[src/rtl/noc_pkg.sv]
// Shared NoC types: flit width, address field bounds, merge FSM states.
// Imported by merge21 and its arbiter.
package noc_pkg;

  localparam int FLIT_W  = 9;
  localparam int ADDR_HI = 8;
  localparam int ADDR_LO = 5;

  typedef logic [FLIT_W-1:0] flit_t;

  typedef enum logic [1:0] {
    IDLE,
    SEL,
    DATA
  } merge_state_e;

endpackage

[src/rtl/merge21_arb2.sv]
// arb2: combinational 2-way arbiter with a priority pointer.
// Ports: req0_i/req1_i requests, pri_i tie-break (0 = port 0), gnt_o one-hot.
module arb2 (
  input  logic       req0_i,
  input  logic       req1_i,
  input  logic       pri_i,
  output logic [1:0] gnt_o
);

  always_comb begin
    gnt_o = {req1_i, req0_i};
    if (req0_i && req1_i) begin
      gnt_o = pri_i ? 2'b10 : 2'b01;
    end
  end

endmodule

[src/rtl/merge21.sv]
// merge21: 2-to-1 NoC merge; emits a select token on S, then the flit.
// Ports: clk, reset (sync, high), in0/in1 valid/data/ready, s_*, out_*.
// Build option: MERGE_RR_EN enables round-robin, else In0 wins ties.
module merge21
  import noc_pkg::*;
#(
  parameter int W = FLIT_W
) (
  input  logic         clk,
  input  logic         reset,
  input  logic         in0_valid,
  input  logic [W-1:0] in0_data,
  output logic         in0_ready,
  input  logic         in1_valid,
  input  logic [W-1:0] in1_data,
  output logic         in1_ready,
  output logic         s_valid,
  output logic         s_data,
  input  logic         s_ready,
  output logic         out_valid,
  output logic [W-1:0] out_data,
  input  logic         out_ready
);

  merge_state_e state_q;
  logic         pri_q;
  logic         win_q;
  logic [W-1:0] data_q;
  logic         s_valid_q;
  logic         out_valid_q;
  logic [1:0]   gnt;
  logic         idle;

  arb2 u_arb (
    .req0_i (in0_valid),
    .req1_i (in1_valid),
    .pri_i  (pri_q),
    .gnt_o  (gnt)
  );

  // Reset masks ready so no producer sees an accept that is dropped.
  assign idle      = (state_q == IDLE) && !reset;
  assign in0_ready = idle && gnt[0];
  assign in1_ready = idle && gnt[1];

  assign s_valid   = s_valid_q;
  assign s_data    = win_q;
  assign out_valid = out_valid_q;
  assign out_data  = data_q;

  always_ff @(posedge clk) begin
    if (reset) begin
      state_q     <= IDLE;
      pri_q       <= 1'b0;
      win_q       <= 1'b0;
      data_q      <= '0;
      s_valid_q   <= 1'b0;
      out_valid_q <= 1'b0;
    end else begin
      unique case (state_q)
        IDLE: begin
          if (gnt[0] || gnt[1]) begin
            data_q    <= gnt[1] ? in1_data : in0_data;
            win_q     <= gnt[1];
            s_valid_q <= 1'b1;
            state_q   <= SEL;
          end
        end
        SEL: begin
          if (s_ready) begin
            s_valid_q   <= 1'b0;
            out_valid_q <= 1'b1;
            state_q     <= DATA;
          end
        end
        DATA: begin
          if (out_ready) begin
            out_valid_q <= 1'b0;
`ifdef MERGE_RR_EN
            pri_q       <= ~win_q;
`endif
            state_q     <= IDLE;
          end
        end
        default: state_q <= IDLE;
      endcase
    end
  end

endmodule

[config.mk]
export PLATFORM = sky130hd
export DESIGN_NAME = merge21
export DESIGN_NICKNAME = d
export VERILOG_FILES = /design/src/rtl/noc_pkg.sv /design/src/rtl/merge21_arb2.sv /design/src/rtl/merge21.sv
export SDC_FILE = /design/constraint.sdc
export NUM_CORES = 1
export LEC_CHECK = 0
export BUFFER_PORTS_ARGS = -buffer_cell sky130_fd_sc_hd__buf_4
export CORE_UTILIZATION = 42
export CTS_CLUSTER_DIAMETER = 60
export DETAILED_ROUTE_END_ITERATION = 8
export PLACE_DENSITY = 0.86
export SKIP_LAST_GASP = 1
export SYNTH_ARGS = -nofsm -noshare
export SYNTH_HDL_FRONTEND = slang
export SYNTH_SLANG_ARGS = --single-unit
[constraint.sdc]
create_clock -name clk -period 1.15 [get_ports clk]
set_input_delay 0.115 -clock clk [delete_from_list [all_inputs] [get_ports clk]]
set_output_delay 0.115 -clock clk [all_outputs]
set_load 0.02 [all_outputs]
; ---- Yosys cells after proc, flatten, opt, wreduce, memory -nomap -nowiden
; Index checks and enable logic that the tools add are counted.
[op_classes]
n_reduce_logical = 13
mux = 12
eq_ne = 5
[ops]
columns = operator, n
row1 = 9-bit two-way mux, 1
row2 = 3-bit AND reduction, 3
row3 = 2-bit two-way mux, 4
row4 = 2-bit one-hot mux with 3 select lines, 1
row5 = 1-bit logical AND, 4
row6 = 1-bit two-way mux, 4
row7 = 2-bit inequality test (second input constant), 2
row8 = 1-bit one-hot mux with 2 select lines, 2
row9 = 2-bit nonzero test, 2
row10 = 2-bit by 1-bit equality test with 1-bit output (second input constant), 1
row11 = 2-bit equality test (second input constant), 1
row12 = 2-bit logical NOT, 1
row13 = 2-bit by 1-bit inequality test with 1-bit output (second input constant), 1
row14 = 2-bit AND reduction, 1
row15 = 1-bit logical NOT, 1
row16 = 1-bit logical OR, 1
[totals]
in_bits = 24
word_cells = 35
regBits = 14
output_inout_bits = 14

; ---- Logic depth before layout (Yosys ltp)
[depth]
depth_word = 5
ltp_mapped = 4
ltp_nobuf = 3

; ---- Cells and area by module
; From an unflattened synthesis, not the netlist that was laid out.
[hier_totals]
hier_cells = 70
hier_area_um2 = 686.9
[modules_own_cells]
columns = mod, area_per_inst_um2, cells_per_inst, n_inst
row1 = merge21, 668.1, 67, 1
row2 = arb2, 18.8, 3, 1

; ---- Worst setup path before layout
; OpenSTA, ideal clock, no wires.
[synth_path]
path_kind = reg2out
from = register state_q[0]
to = output port in0_ready
path_buffers = 0
arrival_time_ns = 1.130
slack_ns = -0.095
path_stages_with_launch = 2
cell_sequence = dfxtp_1 > nor4b_1
[synth_between]
elab_chain_len = 3
[synth_rtl]
columns = element, line_no
row1 = from (decl), merge21.sv:25  ; merge_state_e state_q;
row2 = from (signal assigned), merge21.sv:53  ; state_q <= IDLE;
row3 = from (signal assigned), merge21.sv:66  ; state_q <= SEL;
row4 = from (signal assigned), merge21.sv:73  ; state_q <= DATA;
row5 = 2-bit logical NOT, merge21.sv:42  ; assign idle = (state_q == IDLE) && !reset;
row6 = 1-bit logical AND, merge21.sv:42
row7 = 1-bit logical AND, merge21.sv:43  ; assign in0_ready = idle && gnt[0];
row8 = to (decl), merge21.sv:13  ; output logic in0_ready,
; Every way passes these cells.

; ---- Worst setup path in the final report
; Same ends and word-level chain as after synthesis.

==> impl_metrics.csv <==
group,metric,value,unit
status,status,"finished with violations",
status,violations,"setup timing",
worst_setup_path,crit_type,"flip-flop to primary output",
worst_setup_path,endpoint_kind,"primary output",
pwr,powerDensity,1270,mW/mm2
pwr,leakage,0.498,nW
placed_design,io_buffers,37,
timing,fin_skew,0.814,ps
synth,yosysSeqAreaShare,39.9,%
worst_setup_path,required,1030,ps
synth,synth_top_area_cell,"dfxtp_1",
synth,yosys_warnings,0,
grt,grt_pass1_wl,3.07,mm
worst_setup_path,critPathLaunchType,"flip-flop",
routing,routed_wl,2.21,mm
grt,antenna_found_initial,0,
cells_and_area,antenna_cells,0,
floorplan,die_h,42.9,um
synth,synth_area_per_cell,8.90,um2
floorplan,core.rowCount,14,
synth,synth_nets,103,
floorplan,die_width,42.9,um
cells_and_area,syn_to_final_growth,65.3,%
synth,syn_area,703,um2
clocking,path_clk_slew,90,ps
placed_design,pre_cts_slack,64.9,ps
placed_design,place_congestion,0.818,
timing,period_share,109,%
worst_setup_path,path_max_fanout,2,
cells_and_area,layout-drive-gt1-share,61.8,%
floorplan,core_area,0.00154,mm2
timing,hold_violations,0,
timing,setup_ws,-108,ps
grt,gr-total-overflow,0,
timing,timing.setup.tns,-226,ps
timing,finalCriticalPeriod,1260,ps
clocking,cts_tree,"built",
worst_setup_path,crit_arrival,1140,ps
clocking,h-tree-depth,1,
timing,final_max_slew_viol_count,0,
clocking,cts.sinks,14,
timing,worstMarginPinSlew,291,ps
timing,setup_viol,4,
pwr,p_total,0.00147,W
clocking,root_buffer,"clkbuf_4",
run,cap_violations,0,
pwr,ir_worst_vdd,0.739,mV
floorplan,die-area,0.00184,mm2
grt,grt_pass1_vias,760,
routing,drc,0,
clocking,cts_buffer_depth,2,
min_path,hold_path.class,"input port to flip-flop",
synth,synth_area_leaders,"dfxtp_1 40%, a311oi_2 19%, nand2_1 12%",
timing,rsz0062_at_grt,"yes",
clocking,clock_latency,290,ps
synth,synthDistinctLibCells,20,
timing,fmaxAchievable,0.795,GHz
grt,track_usage,22.3,%
grt,grt_max_degree,17,
floorplan,io-pin-count,38,
synth,ys_ff_latch,14,
floorplan,start_util,45.6,%
clocking,hold_buffers,0,
routing,vias,777,
placed_design,dp_hpwl,1.27,mm
routing,ant_nets,0,
routing,via_per_inst,5.59,
routing,avgRoutedWirePerCell,15.9,um
clocking,cts_buffers,3,
routing,first_pass_iters,4,
timing,relSlewSlack,80.6,%
cells_and_area,layout.nets,148,
routing,drt_iter0_drc,7,
worst_setup_path,r2r_slack,-50,ps
timing,hold_ws,31.9,ps
synth,yosysTopAreaCellShare,39.9,%
synth,synth_cells,79,
layout by cell type (no fill, tap or decap):
master     n
a311oi_2   9
nand2_1   22
nor2b_1    2
a211oi_1   1
a21oi_2    8
and2_4     1
dfxtp_4    2
and2_2     1
or3b_1     2
buf_4     42
or2_1      1
dfxtp_1   12
nor4_2     1
o21ai_0    1
buf_6      4
nor2_4     1
clkbuf_8   1
clkbuf_4   3
nor4b_4    1
a21oi_4    1
nand3b_1   1
a21oi_1    5
nand2b_2   1
through the flow:
step / utilization [%] / cell area, um2 / instances
2_1_floorplan: - / 716 / 79
3_3_place_gp: 65.4 / 1010 / 130
3_5_place_dp: 65.4 / 1010 / 130
4_1_cts: 70.5 / 1090 / 137
5_1_grt: 75.4 / 1160 / 139
6_report: 75.4 / 1160 / 139
routing by layer:
metal  track usage [%]  up-vias  part of all wire, %
met5                 0        -                    0
met4              14.4        0                  2.6
met3              5.53        6                  5.6
met2              36.1       35                   52
met1              25.7      365                   39
li1                  -      371                    -
critical path, stage by stage, from the launching register on:
cell and delay [ps]:
dfxtp_4 350, buf_6 120, nor4b_4 210, buf_4 180
final cells by class:
class,count,area (um2)
timing repair buffer,46,360
fill,109,379
clock buffer,4,36.3
tap,16,20.0
sequential,14,288
multi-input combinational,59,458
timing repair:
| action | in CTS | in global routing |
|---|---|---|
| pin swaps | 2 | 11 |
| buffers inserted | 3 | 1 |
| endpoints found under the setup margin | 2 | 13 |
| cloned | 0 | 1 |
| gates resized for setup | 6 | 15 |
state kept, by name (all words and copies together) (netlist names):
register / flops
out_data: 9
state_q: 2
out_valid: 1
s_data: 1
s_valid: 1
power by group:
group	internal, W	switching, W
clock network	0.000193	0.000176
logic	0.000256	0.000266
registers	0.000538	0.0000419
total	0.000988	0.000484
worst paths after layout:
check,start,endpoint,cells after the start
worst max-delay path,state_q[0],in0_ready,3
worst min-delay path,in0_valid,s_data,2
worst max register to register,state_q[1],state_q[1],3
worst min register to register,s_valid,s_valid,2
synth_stat cells:
cell      number
nand2_1       22
a21oi_1       14
dfxtp_1       14
a311oi_2       9
buf_2          3
nor2b_1        2
or3b_1         2
a211oi_1       1
and2_4         1
buf_4          1
buf_6          1
clkbuf_1       1
clkbuf_2       1
nand2b_1       1
nand3b_1       1
nor2_2         1
nor4_1         1
nor4b_1        1
o21ai_0        1
or2_1          1
cells by family (layout without fill, tap and decap cells):
logic type | count (synthesis) | in the layout | synth area share, %
flip-flops | 14 | 14 | 39.9
buffers and inverters | 7 | 50 | 6.05
AND/OR/NAND/NOR | 33 | 34 | 23.1
AO/OA/AOI/OAI | 25 | 25 | 31.0
Note: power is estimated with default switching activity, not from simulation.
